===== config.mk =====
export PLATFORM = sky130hd
export DESIGN_NAME = axis_pattern_generator
export DESIGN_NICKNAME = d
export VERILOG_FILES = /design/src/rtl/axis_pattern_generator.sv
export SDC_FILE = /design/constraint.sdc
export NUM_CORES = 1
export LEC_CHECK = 0
export ABC_AREA = 0
export ABC_CLOCK_PERIOD_IN_PS = 3800
export BUFFER_PORTS_ARGS = -buffer_cell sky130_fd_sc_hd__buf_2
export CAP_MARGIN = 20
export CORE_UTILIZATION = 54
export DETAILED_ROUTE_END_ITERATION = 8
export PLACE_DENSITY = 0.77
export SYNTH_ARGS = -nofsm -noshare
export SYNTH_HDL_FRONTEND = slang
export SYNTH_SLANG_ARGS = --single-unit

===== constraint.sdc =====
create_clock -name clk_i -period 3.8 [get_ports clk_i]
set_clock_uncertainty 0.05 [all_clocks]
set_input_delay 0.19 -clock clk_i [delete_from_list [all_inputs] [get_ports clk_i]]
set_output_delay 0.19 -clock clk_i [all_outputs]
set_load 0.005 [all_outputs]

===== src/rtl/axis_pattern_generator.sv =====
// rtl/axis_pattern_generator.sv - AXI4-Stream video test-pattern source
// Gradient, colour bars, checkerboard and solid modes with frame-synchronous configuration.
module axis_pattern_generator #(
  parameter int H_RES      = 1024,
  parameter int V_RES      = 768,
  parameter int R_WIDTH    = 5,
  parameter int G_WIDTH    = 6,
  parameter int B_WIDTH    = 5,
  parameter int CHECK_LOG2 = 5,
  localparam int DATA_WIDTH = R_WIDTH + G_WIDTH + B_WIDTH
) (
  input  logic                  clk_i,
  input  logic                  rst_i,
  input  logic                  enable_i,
  input  logic [1:0]            mode_i,
  input  logic                  animate_i,
  input  logic [DATA_WIDTH-1:0] solid_color_i,
  output logic                  m_axis_tvalid,
  input  logic                  m_axis_tready,
  output logic [DATA_WIDTH-1:0] m_axis_tdata,
  output logic                  m_axis_tuser,
  output logic                  m_axis_tlast,
  output logic [7:0]            frame_cnt_o,
  output logic                  busy_o
);

  localparam int XW    = $clog2(H_RES);
  localparam int YW    = $clog2(V_RES);
  localparam int SW    = ((XW > YW) ? XW : YW) + 1;
  localparam int BAR_W = H_RES / 8;

  localparam logic [0:0] ST_IDLE = 1'b0;
  localparam logic [0:0] ST_RUN  = 1'b1;

  if (R_WIDTH > XW) begin : g_bad_r_width
    $error("R_WIDTH must not exceed clog2(H_RES)");
  end
  if (G_WIDTH > YW) begin : g_bad_g_width
    $error("G_WIDTH must not exceed clog2(V_RES)");
  end
  if (B_WIDTH > SW) begin : g_bad_b_width
    $error("B_WIDTH must not exceed max(XW,YW)+1");
  end

  logic [0:0]            state;
  logic [1:0]            mode_q;
  logic                  anim_q;
  logic [DATA_WIDTH-1:0] solid_q;
  // Coordinates and bar counters describe the beat currently held in the output register.
  logic [XW-1:0]         x_q;
  logic [YW-1:0]         y_q;
  logic [2:0]            bar_idx_q;
  logic [XW-1:0]         bar_cnt_q;

  logic                  last_x;
  logic                  last_y;
  logic                  advance;
  logic                  frame_end;
  logic [XW-1:0]         nx;
  logic [YW-1:0]         ny;
  logic [2:0]            nidx;
  logic [XW-1:0]         ncnt;
  logic [1:0]            c_mode;
  logic                  c_anim;
  logic [DATA_WIDTH-1:0] c_solid;
  logic [7:0]            c_fc;
  logic                  chk;
  logic [DATA_WIDTH-1:0] pix;

  assign last_x    = (x_q == XW'(H_RES - 1));
  assign last_y    = (y_q == YW'(V_RES - 1));
  assign advance   = (state == ST_RUN) && (!m_axis_tvalid || m_axis_tready);
  assign frame_end = (state == ST_RUN) && m_axis_tvalid && m_axis_tready && last_x && last_y;

  always_comb begin
    nx      = x_q;
    ny      = y_q;
    nidx    = bar_idx_q;
    ncnt    = bar_cnt_q;
    c_mode  = mode_q;
    c_anim  = anim_q;
    c_solid = solid_q;
    c_fc    = frame_cnt_o;
    if (m_axis_tvalid) begin
      if (last_x) begin
        nx   = '0;
        nidx = '0;
        ncnt = '0;
        ny   = last_y ? '0 : y_q + YW'(1);
      end else begin
        nx = x_q + XW'(1);
        if (bar_idx_q != 3'd7) begin
          if (bar_cnt_q == XW'(BAR_W - 1)) begin
            nidx = bar_idx_q + 3'd1;
            ncnt = '0;
          end else begin
            ncnt = bar_cnt_q + XW'(1);
          end
        end
      end
      // The first pixel of a back-to-back frame uses the freshly sampled configuration.
      if (last_x && last_y) begin
        c_mode  = mode_i;
        c_anim  = animate_i;
        c_solid = solid_color_i;
        c_fc    = frame_cnt_o + 8'd1;
      end
    end
  end

  always_comb begin
    chk = ((((32'(nx) >> CHECK_LOG2) ^ (32'(ny) >> CHECK_LOG2)) & 32'd1) != 32'd0);
    case (c_mode)
      2'd0: pix = {R_WIDTH'(nx >> (XW - R_WIDTH)),
                   G_WIDTH'(ny >> (YW - G_WIDTH)),
                   B_WIDTH'((32'(nx) + 32'(ny) + (c_anim ? 32'(c_fc) : 32'd0)) >> (SW - B_WIDTH))};
      2'd1: pix = {{R_WIDTH{~nidx[1]}}, {G_WIDTH{~nidx[2]}}, {B_WIDTH{~nidx[0]}}};
      2'd2: pix = chk ? '0 : '1;
      default: pix = c_solid;
    endcase
  end

  always_ff @(posedge clk_i or posedge rst_i) begin
    if (rst_i) begin
      state         <= ST_IDLE;
      mode_q        <= '0;
      anim_q        <= 1'b0;
      solid_q       <= '0;
      x_q           <= '0;
      y_q           <= '0;
      bar_idx_q     <= '0;
      bar_cnt_q     <= '0;
      m_axis_tvalid <= 1'b0;
      m_axis_tdata  <= '0;
      m_axis_tuser  <= 1'b0;
      m_axis_tlast  <= 1'b0;
      frame_cnt_o   <= '0;
      busy_o        <= 1'b0;
    end else begin
      case (state)
        ST_IDLE: begin
          if (enable_i) begin
            state     <= ST_RUN;
            busy_o    <= 1'b1;
            mode_q    <= mode_i;
            anim_q    <= animate_i;
            solid_q   <= solid_color_i;
            x_q       <= '0;
            y_q       <= '0;
            bar_idx_q <= '0;
            bar_cnt_q <= '0;
          end
        end
        ST_RUN: begin
          if (frame_end && !enable_i) begin
            state         <= ST_IDLE;
            busy_o        <= 1'b0;
            frame_cnt_o   <= frame_cnt_o + 8'd1;
            m_axis_tvalid <= 1'b0;
            m_axis_tdata  <= '0;
            m_axis_tuser  <= 1'b0;
            m_axis_tlast  <= 1'b0;
            x_q           <= '0;
            y_q           <= '0;
            bar_idx_q     <= '0;
            bar_cnt_q     <= '0;
          end else if (advance) begin
            m_axis_tvalid <= 1'b1;
            m_axis_tdata  <= pix;
            m_axis_tuser  <= (nx == '0) && (ny == '0);
            m_axis_tlast  <= (nx == XW'(H_RES - 1));
            x_q           <= nx;
            y_q           <= ny;
            bar_idx_q     <= nidx;
            bar_cnt_q     <= ncnt;
            if (frame_end) begin
              frame_cnt_o <= frame_cnt_o + 8'd1;
              mode_q      <= mode_i;
              anim_q      <= animate_i;
              solid_q     <= solid_color_i;
            end
          end
        end
        default: state <= ST_IDLE;
      endcase
    end
  end

endmodule


# After elaboration in Yosys (flattened, before gate mapping)
# Cells that the tools add are included.
[classes] div=0 n_addsub=7 n_bitwise=5 mul=0 n_lt_le_gt_ge=0 shifts=0 eq_ne=15 reduce_logical=22 n_mux=70
[op_table] cell="10-bit 2-to-1 mux" count=16
[op_table] cell="16-bit 2-to-1 mux" count=9
[op_table] cell="10-bit case mux with 2 select lines" count=3
[op_table] cell="8-bit 2-to-1 mux" count=6
[op_table] cell="16-bit case mux with 3 select lines" count=1
[op_table] cell="16-bit case mux with 2 select lines" count=1
[op_table] cell="10-bit by 1-bit adder with 10-bit output, second input constant" count=3
[op_table] cell="10-bit == test, second input constant" count=3
[op_table] cell="3-bit 2-to-1 mux" count=7
[op_table] cell="10-bit logical NOT" count=2
[op_table] cell="1-bit 2-to-1 mux" count=16
[op_table] cell="2-bit 2-to-1 mux" count=6
[op_table] cell="10-bit by 10-bit adder with 11-bit output" count=1
[op_table] cell="11-bit by 8-bit adder with 11-bit output" count=1
[op_table] cell="10-bit by 7-bit == test with 1-bit output, second input constant" count=1
[op_table] cell="8-bit by 1-bit adder with 8-bit output, second input constant" count=1
[op_table] cell="1-bit logical AND" count=8
[op_table] cell="4-bit AND reduction" count=2
[op_table] cell="2-bit by 1-bit inequality test with 1-bit output, second input constant" count=3
[op_table] cell="1-bit case mux with 2 select lines" count=3
[op_table] cell="3-bit case mux with 2 select lines" count=1
[op_table] cell="2-bit AND reduction" count=3
[op_table] cell="2-bit inequality test, second input constant" count=2
[op_table] cell="4-bit by 1-bit inequality test with 1-bit output, second input constant" count=1
[op_table] cell="14 further kinds" count=19
[totals] ff_bits=81 word_cells=133 ram_bits=0 rom_bits=0 inputBits=23 out_inout_bits=28 latchBits=0 n_memories=0

# Longest topological paths before layout
[logic_depth] depth_word=9 depth_mapped=19 mapped_depth_nobuf=17

# Worst setup path before layout
# No wires, ideal clock.
[synth_timing] kind="reg2reg" startpoint="reg x_q[0]" endpoint="reg m_axis_tdata[1]" setup_slack_ps=-330 required_time_ps=3628 arrival_ps=3958 setup_ps=122 path_stages_with_launch=20 cell_sequence="dfrtp_1 > ha_1 > nand3_1 > nor3_2 > nand2_1 > clkbuf_1 > clkbuf_1 > nand2_1 > o21ai_0 > nand2_1 > o21ai_0 > fa_1 > ha_1 > a21o_1 > a21oi_1 > o31a_1 > a221oi_2 > xnor2_1 > o21ai_0 > a32o_1"
[synth_via] elab_chain_len=9
[synth_lines] element="from (decl)" line_no="50" rtl="logic [XW-1:0] x_q;"
[synth_lines] element="from (signal assigned)" line_no="172" rtl="x_q <= nx;"
[synth_lines] element="parallel branches: the longest is 9 deep, another holds 10-bit by 10-bit adder with 11-bit output"
[synth_lines] element="to (signal assigned)" line_no="169" rtl="m_axis_tdata <= pix;"
[synth_lines] element="to (decl)" line_no="20" rtl="output logic [DATA_WIDTH-1:0] m_axis_tdata,"
# Several ways; the timed one is not identified. The select of a mux whose other input is x is not followed.
# A chain may end at the register's enable or synchronous reset.

# Worst setup path after layout
[layout_timing] startpoint="reg x_q[1]" endpoint="reg m_axis_tdata[1]"
# The elaborated chain is that of the path after synthesis.

==> results.sh <==
export IMPL_p_leak_nw=3.14
export IMPL_final_hold_violation_count=0
export IMPL_dieWidth_um=100
export IMPL_slew_headroom=0.345
export IMPL_grt_busiest_layer="met2"
export IMPL_syn_avg_cell_area_um2=9.00
export IMPL_netlist_top_cells_area="dfrtp_1 (39%), nand2_1 (7.0%), o21ai_0 (5.2%), mux2_2 (4.6%), ha_1 (4.3%)"
export IMPL_crit_path_start_kind="register"
export IMPL_maxCapViolations=0
export IMPL_async_flop_share=1.00
export IMPL_status="finished, violations left"
export IMPL_worst_ep_required_time_ns=4.00
export IMPL_tightest_slew_ns=0.955
export IMPL_synth_compound_area_frac=0.166
export IMPL_arrival_ns=4.17
export IMPL_swShare=0.319
export IMPL_globalRouteMet3Util=0.0564
export IMPL_clkLatencyLatePin_ns=0.35
export IMPL_ys_seq_area_frac=0.391
export IMPL_min_period_over_period=1.05
export IMPL_num_vias=4947
export IMPL_drive_above_1_share=0.291
export IMPL_fin_cells=826
export IMPL_die_area_um2=9990
export IMPL_ys_ff_latch=81
export IMPL_syn_nets=624
export IMPL_synth_cells=576
export IMPL_fmax_mhz=252
export IMPL_hp_class="in2reg"
export IMPL_ant_nets=0
export IMPL_synthAdderAreaFrac=0.0705
export IMPL_ys_warn_count=0
export IMPL_clock_path_buffers=2
export IMPL_whs_endpoint="solid_q[9]$_DFFE_PP0P_"
export IMPL_r2r_end="m_axis_tdata[1]$_DFFE_PP0P_"
export IMPL_cp_end_kind="register"
export IMPL_setup_viol=5
export IMPL_worstSetupPathType="reg2reg"
export IMPL_rsz0062_at_grt="true"
export IMPL_p_seq_frac=0.454
export IMPL_power_frac_clock=0.288
export IMPL_synthSimpleGateAreaFrac=0.229
export IMPL_area_growth_synth_to_final_pct=24.5
export IMPL_vias_per_cell=5.99
export IMPL_detailed_place_hpwl_um=10600
export IMPL_worstHoldPathCells=2
export IMPL_synthMuxAreaShare=0.0666
export IMPL_nets=740
export IMPL_clock_sinks=81
export IMPL_core_region_area_um2=9280
export IMPL_grt_usage=0.304
export IMPL_slew_viol_final=0
export IMPL_power_internal_mw=1.57
export IMPL_synth_xor_xnor_area_share=0.0389
export IMPL_antenna_cells=0
export IMPL_hold_start="solid_color_i[9]"
export IMPL_p_per_area_nw_per_um2=357
export IMPL_power_switching_mw=0.736
export IMPL_combinationalPowerShare=0.259
export IMPL_use_met2=0.497
export IMPL_netlist_area_leader_share=0.391
export IMPL_violations="setup timing"
export IMPL_drc=0
export IMPL_synth_edff_count=0
export IMPL_whs_ns=0.0257
export IMPL_synth_top_family_by_area="simple AND/OR/NAND/NOR gates"
export IMPL_synth_flop_cell="dfrtp_1"
export IMPL_grt_max_degree=54
export IMPL_clk_pin_slew_worst_paths_ns=0.08
export IMPL_drt_iter0_drc=289
export IMPL_final_util=0.695
export IMPL_pin_count=51
export IMPL_layout_setup_ws_ns=-0.172
export IMPL_h_tree_depth=3
export IMPL_finalCriticalPeriod_ns=3.97
export IMPL_root_buffer="clkbuf_8"
export IMPL_rows=35
export IMPL_ff2ff_path_depth=15
export IMPL_chipHeight_um=100
export IMPL_grt_pass1_wl_um=23500
export IMPL_wirelength_um=14600
export IMPL_rrSetupSlack_ns=-0.17
export IMPL_vdd_ir_drop_worst_uv=275
export IMPL_grt_overflow=0
export IMPL_firstDrtPassIters=5
export IMPL_preCtsSetupSlack_ns=-0.241
export IMPL_place_port_buffers=50
export IMPL_grt_util_met1=0.401
export IMPL_wl_per_cell_um=17.7
export IMPL_tritoncts="yes"
export IMPL_antenna_found_initial=0
export IMPL_mappedNetlistArea_um2=5180
export IMPL_cts_buffers=9
export IMPL_yosysTopAreaCell="dfrtp_1"
export IMPL_r2r_start="x_q[1]$_DFFE_PP0P_"
export IMPL_power_mw=2.30
export IMPL_place_congestion=0.953
export IMPL_first_global_vias=4695
export IMPL_path_max_fanout=9
export IMPL_ys_types=61
export IMPL_numPlacedInstances=799
export IMPL_start_util=0.558
-- metal layers --
| layer | vias up | part of all wire |
|---|---|---|
| met2 | 206 | 0.47 |
| li1 | 2304 | - |
| met5 | - | 0 |
| met4 | 0 | 0.032 |
| met3 | 34 | 0.068 |
| met1 | 2403 | 0.43 |
-- layout by cell type (no fill, tap or decap), types with 3 or more instances in the layout --
cell type	count
nand3_2	4
nand4_1	8
inv_1	21
buf_2	50
and3_1	12
o211ai_1	3
buf_4	75
dfrtp_1	81
a22o_1	8
clkbuf_8	11
mux2i_1	8
xor2_1	11
xnor2_1	10
o31ai_1	5
o21ai_1	9
buf_6	3
nor3_1	9
and2_1	5
a21oi_1	12
a31oi_1	4
ha_1	16
nand3_1	42
a32o_1	13
nor2_1	32
fa_1	7
nand2b_1	6
nand2_1	94
o21ai_0	47
a21o_1	3
mux2_2	21
-- stage by stage --
step                TNS [ns]  area, um^2
floorplan            -0.0964        5250
global placement      -0.282        6050
detailed placement    -0.705        6050
CTS                   -0.125        6350
global route           -1.30        6450
finish                -0.595        6450
-- power by group through the flow --
stage	Sequential [mW]	Clock [mW]	Combinational (mW)
after global placement	1.05	0	0.557
after CTS	1.04	0.676	0.582
final	1.05	0.663	0.596
after global routing	1.06	0.705	0.664
after detailed placement	1.06	0	0.576
after floorplan	1.05	0	0.366
-- cell usage after synthesis, drive strengths merged (12+ instances only) --
cell	number
mux2	22
clkbuf	14
a21oi	13
xor2	12
a32o	13
and3	12
dfrtp	81
nand2	97
nor2	35
inv	23
nand3	46
nor3	12
o21ai	58
ha	18
-- flip-flops by register name, summed over array words and instances (netlist names) --
| signal | flops |
|---|---|
| mode_q | 2 |
| frame_cnt_o | 8 |
| y_q | 10 |
| m_axis_tuser | 1 |
| state | 1 |
| x_q | 10 |
| m_axis_tvalid | 1 |
| solid_q | 16 |
| bar_cnt_q | 10 |
| m_axis_tdata | 16 |
| m_axis_tlast | 1 |
| busy_o | 1 |
| anim_q | 1 |
| bar_idx_q | 3 |
-- cell families after synthesis --
| logic type | after synthesis |
|---|---|
| AND/OR/NAND/NOR | 240 |
| AO/OA/AOI/OAI | 129 |
| flip-flops | 81 |
| buffers and inverters | 47 |
| multiplexers | 31 |
| adder cells (fa/ha/maj) | 25 |
| XOR/XNOR | 23 |
-- critical path: stages, from the launching register on --
cell and delay [ns]:
dfrtp_1 0.37, ha_2 0.21, nand3_2 0.09, or3_4 0.39, buf_4 0.20, a21oi_1 0.19
nand2b_1 0.17, o31ai_2 0.10, fa_1 0.47, ha_1 0.29, a21oi_1 0.06, o31a_1 0.34
a221oi_4 0.41, xnor2_1 0.17, o21ai_1 0.08, a32o_1 0.30
-- worst max path at each step --
stage                            start                           to  slack, ns  cells after the start
floorplan           x_q[0]$_DFFE_PP0P_  m_axis_tdata[1]$_DFFE_PP0P_      -0.07                     17
global placement    x_q[0]$_DFFE_PP0P_  m_axis_tdata[1]$_DFFE_PP0P_      -0.12                     14
detailed placement  x_q[1]$_DFFE_PP0P_  m_axis_tdata[1]$_DFFE_PP0P_      -0.24                     16
CTS                 y_q[0]$_DFFE_PP0P_  m_axis_tdata[1]$_DFFE_PP0P_      -0.06                     17
global route        x_q[1]$_DFFE_PP0P_  m_axis_tdata[1]$_DFFE_PP0P_      -0.29                     16
finish              x_q[1]$_DFFE_PP0P_  m_axis_tdata[1]$_DFFE_PP0P_      -0.17                     15
-- layout make-up --
type / count / area (um^2)
sequential: 81 / 2030
clock inverter: 4 / 51.3
inverter: 23 / 87.6
multi-input combinational: 448 / 3110
tap: 129 / 161
fill: 772 / 2830
clock buffer: 12 / 155
timing repair buffer: 129 / 857
-- repair_timing --
| item | in CTS | in global routing |
|---|---|---|
| hold buffers | 1 | 0 |
| endpoints found under the hold margin | 52 | 0 |
| resized for setup | 15 | 11 |
| pin swaps | 6 | 10 |
| endpoints found under the setup margin | 4 | 5 |
| buffers inserted | 3 | 7 |
Note: power is estimated with default switching activity, not from simulation.
